--- config.mk ---
export PLATFORM = sky130hd
export DESIGN_NAME = softmax_exp_frontend_flat
export DESIGN_NICKNAME = d
export VERILOG_FILES = /design/src/rtl/softmax_exp_frontend_if.sv /design/src/rtl/softmax_exp_frontend.sv /design/src/flat_wrapper.sv
export SDC_FILE = /design/constraint.sdc
export NUM_CORES = 1
export LEC_CHECK = 0
export ABC_CLOCK_PERIOD_IN_PS = 17060
export CAP_MARGIN = 20
export CORE_ASPECT_RATIO = 0.6
export CORE_MARGIN = 5
export CORE_UTILIZATION = 51
export CTS_CLUSTER_SIZE = 30
export DETAILED_ROUTE_END_ITERATION = 8
export GPL_TIMING_DRIVEN = 0
export PLACE_DENSITY = 0.82
export SYNTH_ARGS = -nofsm -noshare
export SYNTH_HDL_FRONTEND = slang
export SYNTH_SLANG_ARGS = --single-unit
--- constraint.sdc ---
create_clock -name clk -period 17.06 [get_ports clk]
set_input_delay 2.559 -clock clk [delete_from_list [all_inputs] [get_ports clk]]
set_output_delay 2.559 -clock clk [all_outputs]
set_load 0.02 [all_outputs]
--- src/rtl/softmax_exp_frontend_if.sv ---
// Score stream in, exp vector + sum out for the softmax front end.
// master = score source / result consumer, slave = softmax_exp_frontend.
interface softmax_exp_frontend_if;
  logic         in_valid;
  logic         in_ready;
  logic [15:0]  in_data;
  logic         valid_out;
  logic [31:0]  exp_sum_out;
  logic [255:0] exp_values_out;

  modport master (
    output in_valid, in_data,
    input  in_ready, valid_out, exp_sum_out, exp_values_out
  );

  modport slave (
    input  in_valid, in_data,
    output in_ready, valid_out, exp_sum_out, exp_values_out
  );
endinterface

--- src/rtl/softmax_exp_frontend.sv ---
// Row max, exp(x - max) via 64-entry LUT, and sum; valid_out pulses 17 edges after the last beat, in_ready low meanwhile.
// Define SOFTMAX_EXP_INTERP_EN for linear interpolation between LUT entries (same latency).
module softmax_exp_frontend (
  input  logic                          clk,
  input  logic                          rst_n,
  softmax_exp_frontend_if.slave         bus
);
  typedef enum logic [1:0] {S_LOAD, S_EXP, S_DONE} state_t;

  state_t              r_state, w_next;
  logic [3:0]          r_cnt;
  logic [3:0]          r_i;
  logic signed [15:0]  r_max;
  logic [31:0]         r_acc;
  logic [15:0]         r_x  [16];
  logic [15:0]         r_ev [16];
  logic                r_valid;
  logic [31:0]         r_sum;
  logic [255:0]        r_vals;

  logic [15:0]         w_xi;
  logic [16:0]         w_t;
  logic [5:0]          w_k;
  logic [10:0]         w_e_raw;
  logic [15:0]         w_e;

  // round(1024 * exp(-k/8)); index 64 (and beyond) is the zero end point
  function automatic logic [10:0] f_lut(input logic [6:0] k);
    case (k)
      7'd0:  f_lut = 11'd1024; 7'd1:  f_lut = 11'd904;  7'd2:  f_lut = 11'd797;  7'd3:  f_lut = 11'd704;
      7'd4:  f_lut = 11'd621;  7'd5:  f_lut = 11'd548;  7'd6:  f_lut = 11'd484;  7'd7:  f_lut = 11'd427;
      7'd8:  f_lut = 11'd377;  7'd9:  f_lut = 11'd332;  7'd10: f_lut = 11'd293;  7'd11: f_lut = 11'd259;
      7'd12: f_lut = 11'd228;  7'd13: f_lut = 11'd202;  7'd14: f_lut = 11'd178;  7'd15: f_lut = 11'd157;
      7'd16: f_lut = 11'd139;  7'd17: f_lut = 11'd122;  7'd18: f_lut = 11'd108;  7'd19: f_lut = 11'd95;
      7'd20: f_lut = 11'd84;   7'd21: f_lut = 11'd74;   7'd22: f_lut = 11'd65;   7'd23: f_lut = 11'd58;
      7'd24: f_lut = 11'd51;   7'd25: f_lut = 11'd45;   7'd26: f_lut = 11'd40;   7'd27: f_lut = 11'd35;
      7'd28: f_lut = 11'd31;   7'd29: f_lut = 11'd27;   7'd30: f_lut = 11'd24;   7'd31: f_lut = 11'd21;
      7'd32: f_lut = 11'd19;   7'd33: f_lut = 11'd17;   7'd34: f_lut = 11'd15;   7'd35: f_lut = 11'd13;
      7'd36: f_lut = 11'd11;   7'd37: f_lut = 11'd10;   7'd38: f_lut = 11'd9;    7'd39: f_lut = 11'd8;
      7'd40: f_lut = 11'd7;    7'd41: f_lut = 11'd6;    7'd42: f_lut = 11'd5;    7'd43: f_lut = 11'd5;
      7'd44: f_lut = 11'd4;    7'd45: f_lut = 11'd4;    7'd46: f_lut = 11'd3;    7'd47: f_lut = 11'd3;
      7'd48: f_lut = 11'd3;    7'd49: f_lut = 11'd2;    7'd50: f_lut = 11'd2;    7'd51: f_lut = 11'd2;
      7'd52: f_lut = 11'd2;    7'd53: f_lut = 11'd1;    7'd54: f_lut = 11'd1;    7'd55: f_lut = 11'd1;
      7'd56: f_lut = 11'd1;    7'd57: f_lut = 11'd1;    7'd58: f_lut = 11'd1;    7'd59: f_lut = 11'd1;
      7'd60: f_lut = 11'd1;
      default: f_lut = 11'd0;
    endcase
  endfunction

  // max - x is at most 0xFFFF, so a 17-bit difference is always non-negative
  assign w_xi = r_x[r_i];
  assign w_t  = {r_max[15], r_max} - {w_xi[15], w_xi};
  assign w_k  = w_t[12:7];

`ifdef SOFTMAX_EXP_INTERP_EN
  logic [6:0]  w_f;
  logic [10:0] w_lut_a, w_lut_b, w_diff;
  logic [16:0] w_prod;

  assign w_f     = w_t[6:0];
  assign w_lut_a = f_lut({1'b0, w_k});
  assign w_lut_b = f_lut({1'b0, w_k} + 7'd1);
  assign w_diff  = w_lut_a - w_lut_b;
  assign w_prod  = 17'(w_diff) * 17'(w_f);
  assign w_e_raw = w_lut_a - 11'(w_prod >> 7);
`else
  assign w_e_raw = f_lut({1'b0, w_k});
`endif

  assign w_e = (w_t >= 17'h02000) ? 16'd0 : {5'd0, w_e_raw};

  always_ff @(posedge clk or negedge rst_n) begin
    if (!rst_n) r_state <= S_LOAD;
    else        r_state <= w_next;
  end

  always_comb begin
    w_next = r_state;
    case (r_state)
      S_LOAD:  if (bus.in_valid && r_cnt == 4'd15) w_next = S_EXP;
      S_EXP:   if (r_i == 4'd15) w_next = S_DONE;
      S_DONE:  w_next = S_LOAD;
      default: w_next = S_LOAD;
    endcase
  end

  always_ff @(posedge clk or negedge rst_n) begin
    if (!rst_n) begin
      r_cnt   <= 4'd0;
      r_i     <= 4'd0;
      r_max   <= 16'sd0;
      r_acc   <= 32'd0;
      r_valid <= 1'b0;
      r_sum   <= 32'd0;
      r_vals  <= 256'd0;
      for (int j = 0; j < 16; j++) begin
        r_x[j]  <= 16'd0;
        r_ev[j] <= 16'd0;
      end
    end else begin
      r_valid <= 1'b0;
      case (r_state)
        S_LOAD: if (bus.in_valid) begin
          r_x[r_cnt] <= bus.in_data;
          r_cnt      <= r_cnt + 4'd1;
          if (r_cnt == 4'd0 || $signed(bus.in_data) > r_max) r_max <= $signed(bus.in_data);
          if (r_cnt == 4'd15) r_acc <= 32'd0;
        end
        S_EXP: begin
          r_ev[r_i] <= w_e;
          r_acc     <= r_acc + {16'd0, w_e};
          r_i       <= r_i + 4'd1;
        end
        S_DONE: begin
          r_sum   <= r_acc;
          r_valid <= 1'b1;
          for (int j = 0; j < 16; j++) r_vals[16*j +: 16] <= r_ev[j];
        end
        default: ;
      endcase
    end
  end

  assign bus.in_ready       = (r_state == S_LOAD);
  assign bus.valid_out      = r_valid;
  assign bus.exp_sum_out    = r_sum;
  assign bus.exp_values_out = r_vals;
endmodule

--- src/flat_wrapper.sv ---
// flat-port wrapper written by rule: the top's interface ports become plain ports
module softmax_exp_frontend_flat 
  (clk, rst_n, bus_in_valid, bus_in_data, bus_in_ready, bus_valid_out, bus_exp_sum_out, bus_exp_values_out);
  softmax_exp_frontend_if bus_i ();
  input  logic clk;
  input  logic rst_n;
  input wire logic [$bits(bus_i.in_valid)-1:0] bus_in_valid;
  input wire logic [$bits(bus_i.in_data)-1:0] bus_in_data;
  output wire logic [$bits(bus_i.in_ready)-1:0] bus_in_ready;
  output wire logic [$bits(bus_i.valid_out)-1:0] bus_valid_out;
  output wire logic [$bits(bus_i.exp_sum_out)-1:0] bus_exp_sum_out;
  output wire logic [$bits(bus_i.exp_values_out)-1:0] bus_exp_values_out;
  assign bus_i.in_valid = bus_in_valid;
  assign bus_i.in_data = bus_in_data;
  assign bus_in_ready = bus_i.in_ready;
  assign bus_valid_out = bus_i.valid_out;
  assign bus_exp_sum_out = bus_i.exp_sum_out;
  assign bus_exp_values_out = bus_i.exp_values_out;
  softmax_exp_frontend u_core (.clk(clk), .rst_n(rst_n), .bus(bus_i));
endmodule
; ---- After elaboration in Yosys (flattened, before gate mapping)
; Memories as Yosys holds them, arrays and structs flattened.
; Index checks and enable logic that the tools add are counted.
[classes]
mux = 17
bitwise_logic = 2
n_reduce_logical = 11
add_sub_neg = 4
eq_ne = 8
order_cmp = 6
[ops]
columns = op, n
row1 = bitwise mux 256 bit, 2
row2 = demux 16 bit (select 4 bit), 2
row3 = binary-select mux 16 bit (select 4 bit), 1
row4 = 2-to-1 mux 16 bit, 4
row5 = 2-to-1 mux 32 bit, 2
row6 = one-hot mux 32 bit (2 select lines), 1
row7 = adder 32 x 16 -> 32 bit, 1
row8 = >= comparator 17 x 14 -> 1 bit (second input constant), 1
row9 = subtractor 16 x 16 -> 17 bit, 1
row10 = greater-than comparator 16 bit, 1
row11 = 2-to-1 mux 11 bit, 1
row12 = >= comparator 5 bit (second input constant), 2
row13 = < comparator 5 x 1 -> 1 bit (second input constant), 2
row14 = NOT 4 -> 5 bit, 2
row15 = adder 4 x 1 -> 4 bit (second input constant), 2
row16 = equality test 4 bit (second input constant), 2
row17 = != test 2 x 1 -> 1 bit (second input constant), 3
row18 = AND reduction 3 bit, 2
row19 = zero test 4 bit, 1
row20 = 2-to-1 mux 2 bit, 2
row21 = one-hot mux 2 bit (2 select lines), 1
row22 = AND reduction 2 bit, 2
row23 = logical AND 1 bit, 3
row24 = equality test 2 x 1 -> 1 bit (second input constant), 1
row25 = 6 further kinds, 6
[word_totals]
ff_bits = 859
output_inout_bits = 290
word_cells = 89
memories = 1
mem_bits_ro = 704
[memory_table]
columns = memory, depth, width, read_ports, rd_ports_with_merged_regs, write_ports, line_no
row1 = (no name shown), 64, 11, 1, 0, 0, softmax_exp_frontend.sv:29  ; case (k)

; ---- Longest topological paths before layout
; Gate-level depths: netlist of the first run.
[logic_depth]
word_depth = 9
mapped_depth = 32

; ---- Least setup slack after synthesis of the first run
; OpenSTA, ideal clock, no wires.
[synth_timing]
path_type = register to register
startpoint = reg u_core.r_i[0]
endpoint = reg u_core.r_acc[30]
t_required_ns = 16.935
slack_ns = 8.998
stages_incl_launch_ff = 32
setup_time_ns = 0.125
arrival_time_ns = 7.937
path_buffers = 4
period_less_slack_ns = 8.062
cell_sequence = dfrtp_1 clkbuf_1 buf_1 buf_1 mux4_2 mux4_2 inv_1 ha_1 a2111oi_4 a21oi_1 xor2_1 inv_2 ha_1 inv_1 o22ai_1 a2111oi_0 o21ai_0 a221o_1 nand3_1 buf_2 inv_1 ha_1 fa_1 a21o_1 a21oi_1 nor2b_1 o311a_1 o211ai_1 a21oi_1 nand2_1 nor2b_1 mux2i_1
[synth_via]
elab_chain_cells = 9
[synth_lines]
columns = element, line_no
row1 = "start, declared", softmax_exp_frontend.sv:12  ; logic [3:0] r_i;
row2 = "start signal, assigned", softmax_exp_frontend.sv:112  ; r_i <= r_i + 4'd1;
row3 = NOT 4 -> 5 bit (implied by the code) (*), softmax_exp_frontend.sv:51  ; assign w_xi = r_x[r_i];
row4 = binary-select mux 16 bit (select 4 bit) (*), softmax_exp_frontend.sv:51
row5 = 2-to-1 mux 16 bit (implied by the code) (*) (2 in series), softmax_exp_frontend.sv:51
row6 = subtractor 16 x 16 -> 17 bit (*), softmax_exp_frontend.sv:52  ; assign w_t = {r_max[15], r_max} - {w_xi[15], w_xi};
row7 = >= comparator 17 x 14 -> 1 bit / memory read (64 x 11 bit) (equally long branches), -
row8 = 2-to-1 mux 11 bit (*), softmax_exp_frontend.sv:70  ; assign w_e = (w_t >= 17'h02000) ? 16'd0 : {5'd0, w_e_raw};
row9 = via u_core.w_e[0], softmax_exp_frontend.sv:25  ; logic [15:0] w_e;
row10 = adder 32 x 16 -> 32 bit (*), softmax_exp_frontend.sv:111  ; r_acc <= r_acc + {16'd0, w_e};
row11 = one-hot mux 32 bit (2 select lines) (*), softmax_exp_frontend.sv:102  ; case (r_state)
row12 = "end signal, assigned", softmax_exp_frontend.sv:111
row13 = "end, declared", softmax_exp_frontend.sv:14  ; logic [31:0] r_acc;
; The timed path passes the listed nets; every way through them passes the cells marked *. The select of a mux whose other input is x is not followed.
; A chain may end at the register's enable or synchronous reset.

; ---- Final worst setup path of the first run
; Ends and elaborated chain as after synthesis.

==> results.yml, run 1 <==
clock_network:
  worstSkewPairLatency_ps: 630
  cts_sinks: 699
  cts_buffers: 59
  path_clk_slew_ps: 70
  htreeDepth: 2
  clockRootBuffer: "clkbuf_16"
  cts_hold_buf: 0
  cts_tree: "done"
  cts_buffer_depth: 3
  cts_setup_buffers: 0
  cts_resized: 0
route:
  wirelength_um: 86640
  dr.pass1.iters: 6
  viasPerCell: 5.746
  drcViolationCount: 0
  ant_nets: 0
  drt_iter0_markers: 2743
  vias: 23281
  wl_per_cell_um: 21.38
floorplan:
  io_pins: 309
  die_x_um: 329.2
  die-height_um: 201.5
  initial_core_util_pct: 51.37
  std_cell_rows: 70
  die_area_um2: 66340
  coreArea_um2: 60700
synth:
  synthCells: 2796
  mappedNetlistArea_um2: 31180
  ys_seq_elements: 699
  synth_cell_type_count: 69
  ys.flop_type: "dfrtp_1"
  synth-edff-count: 0
  yosys_warnings: 0
  synth_area_per_cell_um2: 11.15
  yosysSeqAreaShare_pct: 56.10
  async_flop_share_pct: 100.0
sta:
  finalSetupViolations: 0
  fin_tns_setup_ps: 0
  fin_crit_sh_pct: 61.89
  min_period_ps: 10560
  rsz0062_at_grt: "no"
  fin_skew_ps: 25.93
  slew_headroom_pct: 30.29
  drv_slew: 0
  fmax_mhz: 94.71
  timing.hold.ws_ps: 464.4
  final-hold-violation-count: 0
  tightest_slew_ps: 1038
power:
  power_leakage_uw: 0.01787
  power.density_nw_per_um2: 197.0
  ir_worst_vdd_mv: 0.3850
finish:
  drive_gt1_share_pct: 18.49
  fill_cells: 4661
  final_nets: 3255
  mostFrequentLayoutCells: "868 x nand2_1, 699 x dfrtp_1, 291 x mux2_2"
  final_common_cell: "nand2_1"
  synthToLayoutAreaGrowth_pct: 18.41
setup_path:
  end_kind: "register"
  critPathSlowestCell: "buf_1"
  worstPathArrival_ps: 11040
  startpoint_type: "register"
  max_stage_delay_ps: 840
  worstPathRequired_ps: 17540
  cp_max_fo: 12
  crit_type: "reg2reg"
status:
  outcome: "complete, no violations"
global_routing:
  grt_pass1_wl_um: 134400
  grt_max_degree: 125
  first_global_vias: 22792
  groute.usage.overall_pct: 25.70
  overflow: 0
  antenna_found_initial: 8
place:
  finalWeightedCongestion: 0.9195
  post-dp-hpwl_um: 60820
  io_buffer_count: 228
worst_hold_path:
  hold_class: "reg2reg"
flow_run:
  maxCapViolCount: 0
-- critical path: cells and delay by family, from the launching register on --
family	cells	cell delay (ps)
AO/OA/AOI/OAI	11	2660
adder cells (fa/ha/maj)	5	1770
buffers and inverters	6	2380
flip-flops	1	440
multiplexers	3	1330
AND/OR/NAND/NOR	6	1830
-- sequential cells by signal, indices dropped and copies added, names as in the netlist --
register and cells:
u_core.r_ev 176, u_core.r_state 2, u_core.bus.exp_values_out 176, u_core.r_x 256
u_core.r_max 16, u_core.bus.valid_out 1, u_core.r_acc 32, u_core.r_i 4
u_core.r_cnt 4, u_core.bus.exp_sum_out 32
-- power by group --
group,internal (µW),switching (µW)
logic,1430,2250
registers,2020,225
clock network,727,627
total,4180,3100
-- final cells by class --
class                           instances  area [µm²]  share of cell area, %
Sequential cell                       699       17490                  47.38
Multi-Input combinational cell       1887       12570                  34.05
Timing Repair Buffer                  237        2486                  6.734
Clock buffer                           88        1757                  4.758
Buffer                                234        1207                  3.271
Tap cell                              828        1036                  2.806
Inverter                               55       206.4                 0.5592
Clock inverter                         18       148.9                 0.4033
Antenna cell                            6       15.01                0.04067
-- worst paths after layout --
check,slack [ps],depth (start not counted),to,startpoint
worst max register to register,6500,31,u_core.r_acc[30],u_core.r_i[0]
worst min-delay path,460,2,u_core.bus.exp_values_out[152],u_core.r_ev[104]
worst max-delay path,6500,31,u_core.r_acc[30],u_core.r_i[0]
max in group asynchronous,13060,5,u_core.r_acc[17],rst_n
min in group asynchronous,1700,1,u_core.r_max[10],rst_n
worst min register to register,460,2,u_core.bus.exp_values_out[152],u_core.r_ev[104]
-- logic make-up after synthesis --
| logic type | after synthesis | share of synthesized area, % |
|---|---|---|
| compound gates | 312 | 6.168 |
| xor+xnor | 18 | 0.5057 |
| fa+ha+maj | 63 | 2.576 |
| buf+inv | 289 | 4.535 |
| flops | 699 | 56.10 |
| mux | 386 | 16.81 |
| other cells | 1 | 0.01203 |
| simple gates | 1028 | 13.29 |
-- cells in the mapped netlist, types with 3 or more instances --
library cell / n / area [µm²]
nand2_1: 868 / 3258
dfrtp_1: 699 / 17490
mux2_2: 291 / 3277
o21ai_0: 185 / 925.9
clkbuf_1: 122 / 457.9
buf_4: 83 / 623.1
mux4_2: 81 / 1824
ha_1: 61 / 763.2
inv_1: 52 / 195.2
nand3_1: 47 / 235.2
nor2_1: 36 / 135.1
a21oi_1: 32 / 160.2
buf_1: 15 / 56.30
buf_2: 14 / 70.07
mux2i_1: 14 / 140.1
nand4_1: 14 / 87.58
xnor2_1: 13 / 113.9
a21o_1: 10 / 75.07
and3_1: 10 / 62.56
nor2b_1: 10 / 62.56
nor3_1: 10 / 50.05
o211ai_1: 10 / 75.07
nand2b_1: 8 / 50.05
o21a_1: 7 / 52.55
o31ai_1: 7 / 52.55
a211o_1: 5 / 43.79
a211oi_1: 5 / 37.54
o21ai_1: 5 / 25.02
xor2_1: 5 / 43.79
a31oi_1: 4 / 25.02
and4_1: 4 / 35.03
o221ai_1: 4 / 35.03
or3_1: 4 / 25.02
a221o_1: 3 / 30.03
a221oi_1: 3 / 26.28
a22o_1: 3 / 26.28
and2_1: 3 / 18.77
inv_2: 3 / 11.26
o211a_1: 3 / 30.03
o22ai_1: 3 / 18.77
or2_2: 3 / 18.77
-- stage by stage --
stage	total power [µW]	area, µm²	std cells	setup WS (ps)	util (%)
2_1_floorplan	4769	31470	2875	8998	-
4_1_cts	7141	36890	4045	6689	60.78
6_report	7273	36920	4052	6501	60.82
3_3_place_gp	5661	34790	3931	-17600	57.32
5_1_grt	7668	36910	4050	5869	60.81
3_5_place_dp	5773	34980	3939	6719	57.64
-- per-layer routing --
| metal | vias up | track usage (%) | wire length [µm] |
|---|---|---|---|
| li1 | 10095 | - | - |
| met1 | 11858 | 39.87 | 37890 |
| met2 | 1165 | 37.19 | 37870 |
| met3 | 161 | 5.998 | 9154 |
| met4 | 2 | 5.499 | 1722 |
| met5 | - | 0 | 13 |
Power figures use the tool's default switching activity.
==> run 2, diff against run 1 <==
--- a/config.mk
+++ b/config.mk
@@ -5,7 +5,7 @@
 export SDC_FILE = /design/constraint.sdc
 export NUM_CORES = 1
 export LEC_CHECK = 0
-export ABC_CLOCK_PERIOD_IN_PS = 17060
+export ABC_CLOCK_PERIOD_IN_PS = 9600
 export CAP_MARGIN = 20
 export CORE_ASPECT_RATIO = 0.6
 export CORE_MARGIN = 5
@@ -13,7 +13,7 @@
 export CTS_CLUSTER_SIZE = 30
 export DETAILED_ROUTE_END_ITERATION = 8
 export GPL_TIMING_DRIVEN = 0
-export PLACE_DENSITY = 0.82
+export PLACE_DENSITY = 0.84
 export SYNTH_ARGS = -nofsm -noshare
 export SYNTH_HDL_FRONTEND = slang
 export SYNTH_SLANG_ARGS = --single-unit
==> constraint.sdc (replaced) <==
create_clock -name clk -period 9.6 [get_ports clk]
set_input_delay 1.44 -clock clk [delete_from_list [all_inputs] [get_ports clk]]
set_output_delay 1.44 -clock clk [all_outputs]
set_load 0.02 [all_outputs]
==> run 2 against run 1 <==
  * Total power increased by 82%
  * First-iteration DRC count decreased by 7.7%
  * Sequential power increased by 77%
  * Worst setup slack got worse by 6000 ps
  * Critical path type unchanged
==> results.yml, run 2 (same netlist as run 1, synthesis figures left out) <==
place:
  finalWeightedCongestion: 0.8891
  dp.cells: 3939
  dpl_cell_area_um2: 35000
  post-dp-hpwl_um: 61110
  io_buffer_count: 228
sta:
  fin_tns_setup_ps: 0
  tightest_slew_ps: 1052
  min_period_ps: 9132
  fmax_mhz: 109.5
  fin_crit_sh_pct: 95.13
  rsz0062_at_grt: "no"
  slew_headroom_pct: 29.87
  drv_slew: 0
  timing.hold.ws_ps: 461.7
  fin_skew_ps: 39.53
  final-hold-violation-count: 0
  finalSetupViolations: 0
clock_network:
  cts_hold_buf: 0
  worstSkewPairLatency_ps: 610
  htreeDepth: 2
  cts_buffer_depth: 3
  cts_sinks: 699
  path_clk_slew_ps: 70
  cts_tree: "done"
  cts_buffers: 59
  clockRootBuffer: "clkbuf_16"
setup_path:
  startpoint_type: "register"
  end_kind: "register"
  critPathSlowestCell: "clkbuf_1"
  crit_type: "reg2reg"
  worstPathArrival_ps: 9650
  worstPathRequired_ps: 10110
  cp_max_fo: 10
  max_stage_delay_ps: 530
power:
  power.density_nw_per_um2: 355.2
  power_leakage_uw: 0.01806
  ir_worst_vdd_mv: 0.5289
floorplan:
  die-height_um: 201.5
  die_area_um2: 66340
  die_x_um: 329.2
  io_pins: 309
  initial_core_util_pct: 51.37
  coreArea_um2: 60700
  std_cell_rows: 70
flow_run:
  maxCapViolCount: 0
global_routing:
  grt_pass1_wl_um: 134600
  groute.usage.overall_pct: 25.75
  antenna_found_initial: 3
  grt_max_degree: 128
  first_global_vias: 22744
  overflow: 0
worst_hold_path:
  hold_class: "reg2reg"
route:
  ant_nets: 0
  viasPerCell: 5.606
  wl_per_cell_um: 21.26
  wirelength_um: 86240
  vias: 22737
  dr.pass1.iters: 5
  drcViolationCount: 0
  drt_iter0_markers: 2531
finish:
  largest_reg_flops: 256
  register_area_um2: 17490
  mostFrequentLayoutCells: "867 x nand2_1, 699 x dfrtp_1, 291 x mux2_2"
  final_cells: 4056
  fill_cells: 4620
  synthToLayoutAreaGrowth_pct: 19.45
  fin_util_pct: 61.36
  final_area_um2: 37240
  drive_gt1_share_pct: 19.27
  final_nets: 3259
  multi_input_area_um2: 12590
  regMostFlops: "u_core.r_x"
  final_common_cell: "nand2_1"
status:
  outcome: "complete, no violations"
run 2: cell count changes in the layout (fill, tap and decap cells not counted), moves of 2 or more:
cell | before | now
clkbuf_4 | 0 | 3
buf_4 | 84 | 86
clkinv_4 | 2 | 0
clkbuf_8 | 15 | 19
bufinv_16 | 1 | 8
clkbuf_1 | 135 | 124
clkinvlp_4 | 3 | 1
buf_1 | 15 | 9
clkbuf_2 | 0 | 7
run 2: what timing repair did:
| action | CTS | global route |
|---|---|---|
| setup buffers | 0 | 2 |
| gates resized for setup | 14 | 24 |
| endpoints found under the setup margin | 23 | 19 |
| pin swaps | 0 | 1 |
run 2: where the power goes:
| group | internal, µW | total [µW] | switching, µW | leakage, µW |
|---|---|---|---|---|
| Clock | 1510 | 2620 | 1110 | 0.00105 |
| Sequential | 3590 | 3980 | 394 | 0.00917 |
| Combinational | 2610 | 6630 | 4010 | 0.00784 |
| Total | 7710 | 13200 | 5520 | 0.0181 |
run 2: worst max-delay path, delay by kind of cell (launching register included):
kind,cells,cell delay [ps]
compound gates,13,3280
buf+inv,8,1850
fa+ha+maj,4,1370
mux,2,1030
simple gates,3,600
flops,1,440
xor+xnor,1,440
run 2: layer usage:
metal	vias to the layer above	wire length, µm	global-route usage (%)
li1	10071	-	-
met1	11566	38180	38.47
met2	965	37380	37.12
met3	133	8819	7.820
met4	2	1849	6.443
met5	-	15	0
run 2: layout make-up:
cell class / instances / area share, %
buffer: 234 / 3.299
antenna: 5 / 0.03360
clock buffer: 86 / 4.804
sequential: 699 / 46.97
tap: 828 / 2.782
clock inverter: 21 / 0.9205
inverter: 55 / 0.5543
timing repair buffer: 241 / 6.830
multi-input combinational: 1887 / 33.81
run 2: stage by stage:
step | setup slack, ps | power [µW]
2_1_floorplan | 1538 | 8476
3_3_place_gp | -23690 | 10150
3_5_place_dp | -780.9 | 10280
4_1_cts | 0.4921 | 12990
5_1_grt | 50.76 | 13950
6_report | 468.0 | 13230
run 2: worst paths after layout:
kind                                       start                              to  slack [ps]  cells past startpoint
worst max-delay path               u_core.r_i[0]                u_core.r_acc[24]         470                     31
worst min-delay path            u_core.r_ev[102]  u_core.bus.exp_values_out[150]         460                      2
worst max register to register     u_core.r_i[0]                u_core.r_acc[24]         470                     31
worst min register to register  u_core.r_ev[102]  u_core.bus.exp_values_out[150]         460                      2
max in group asynchronous                  rst_n  u_core.bus.exp_values_out[214]        6340                      6
min in group asynchronous                  rst_n                u_core.r_max[10]         790                      1
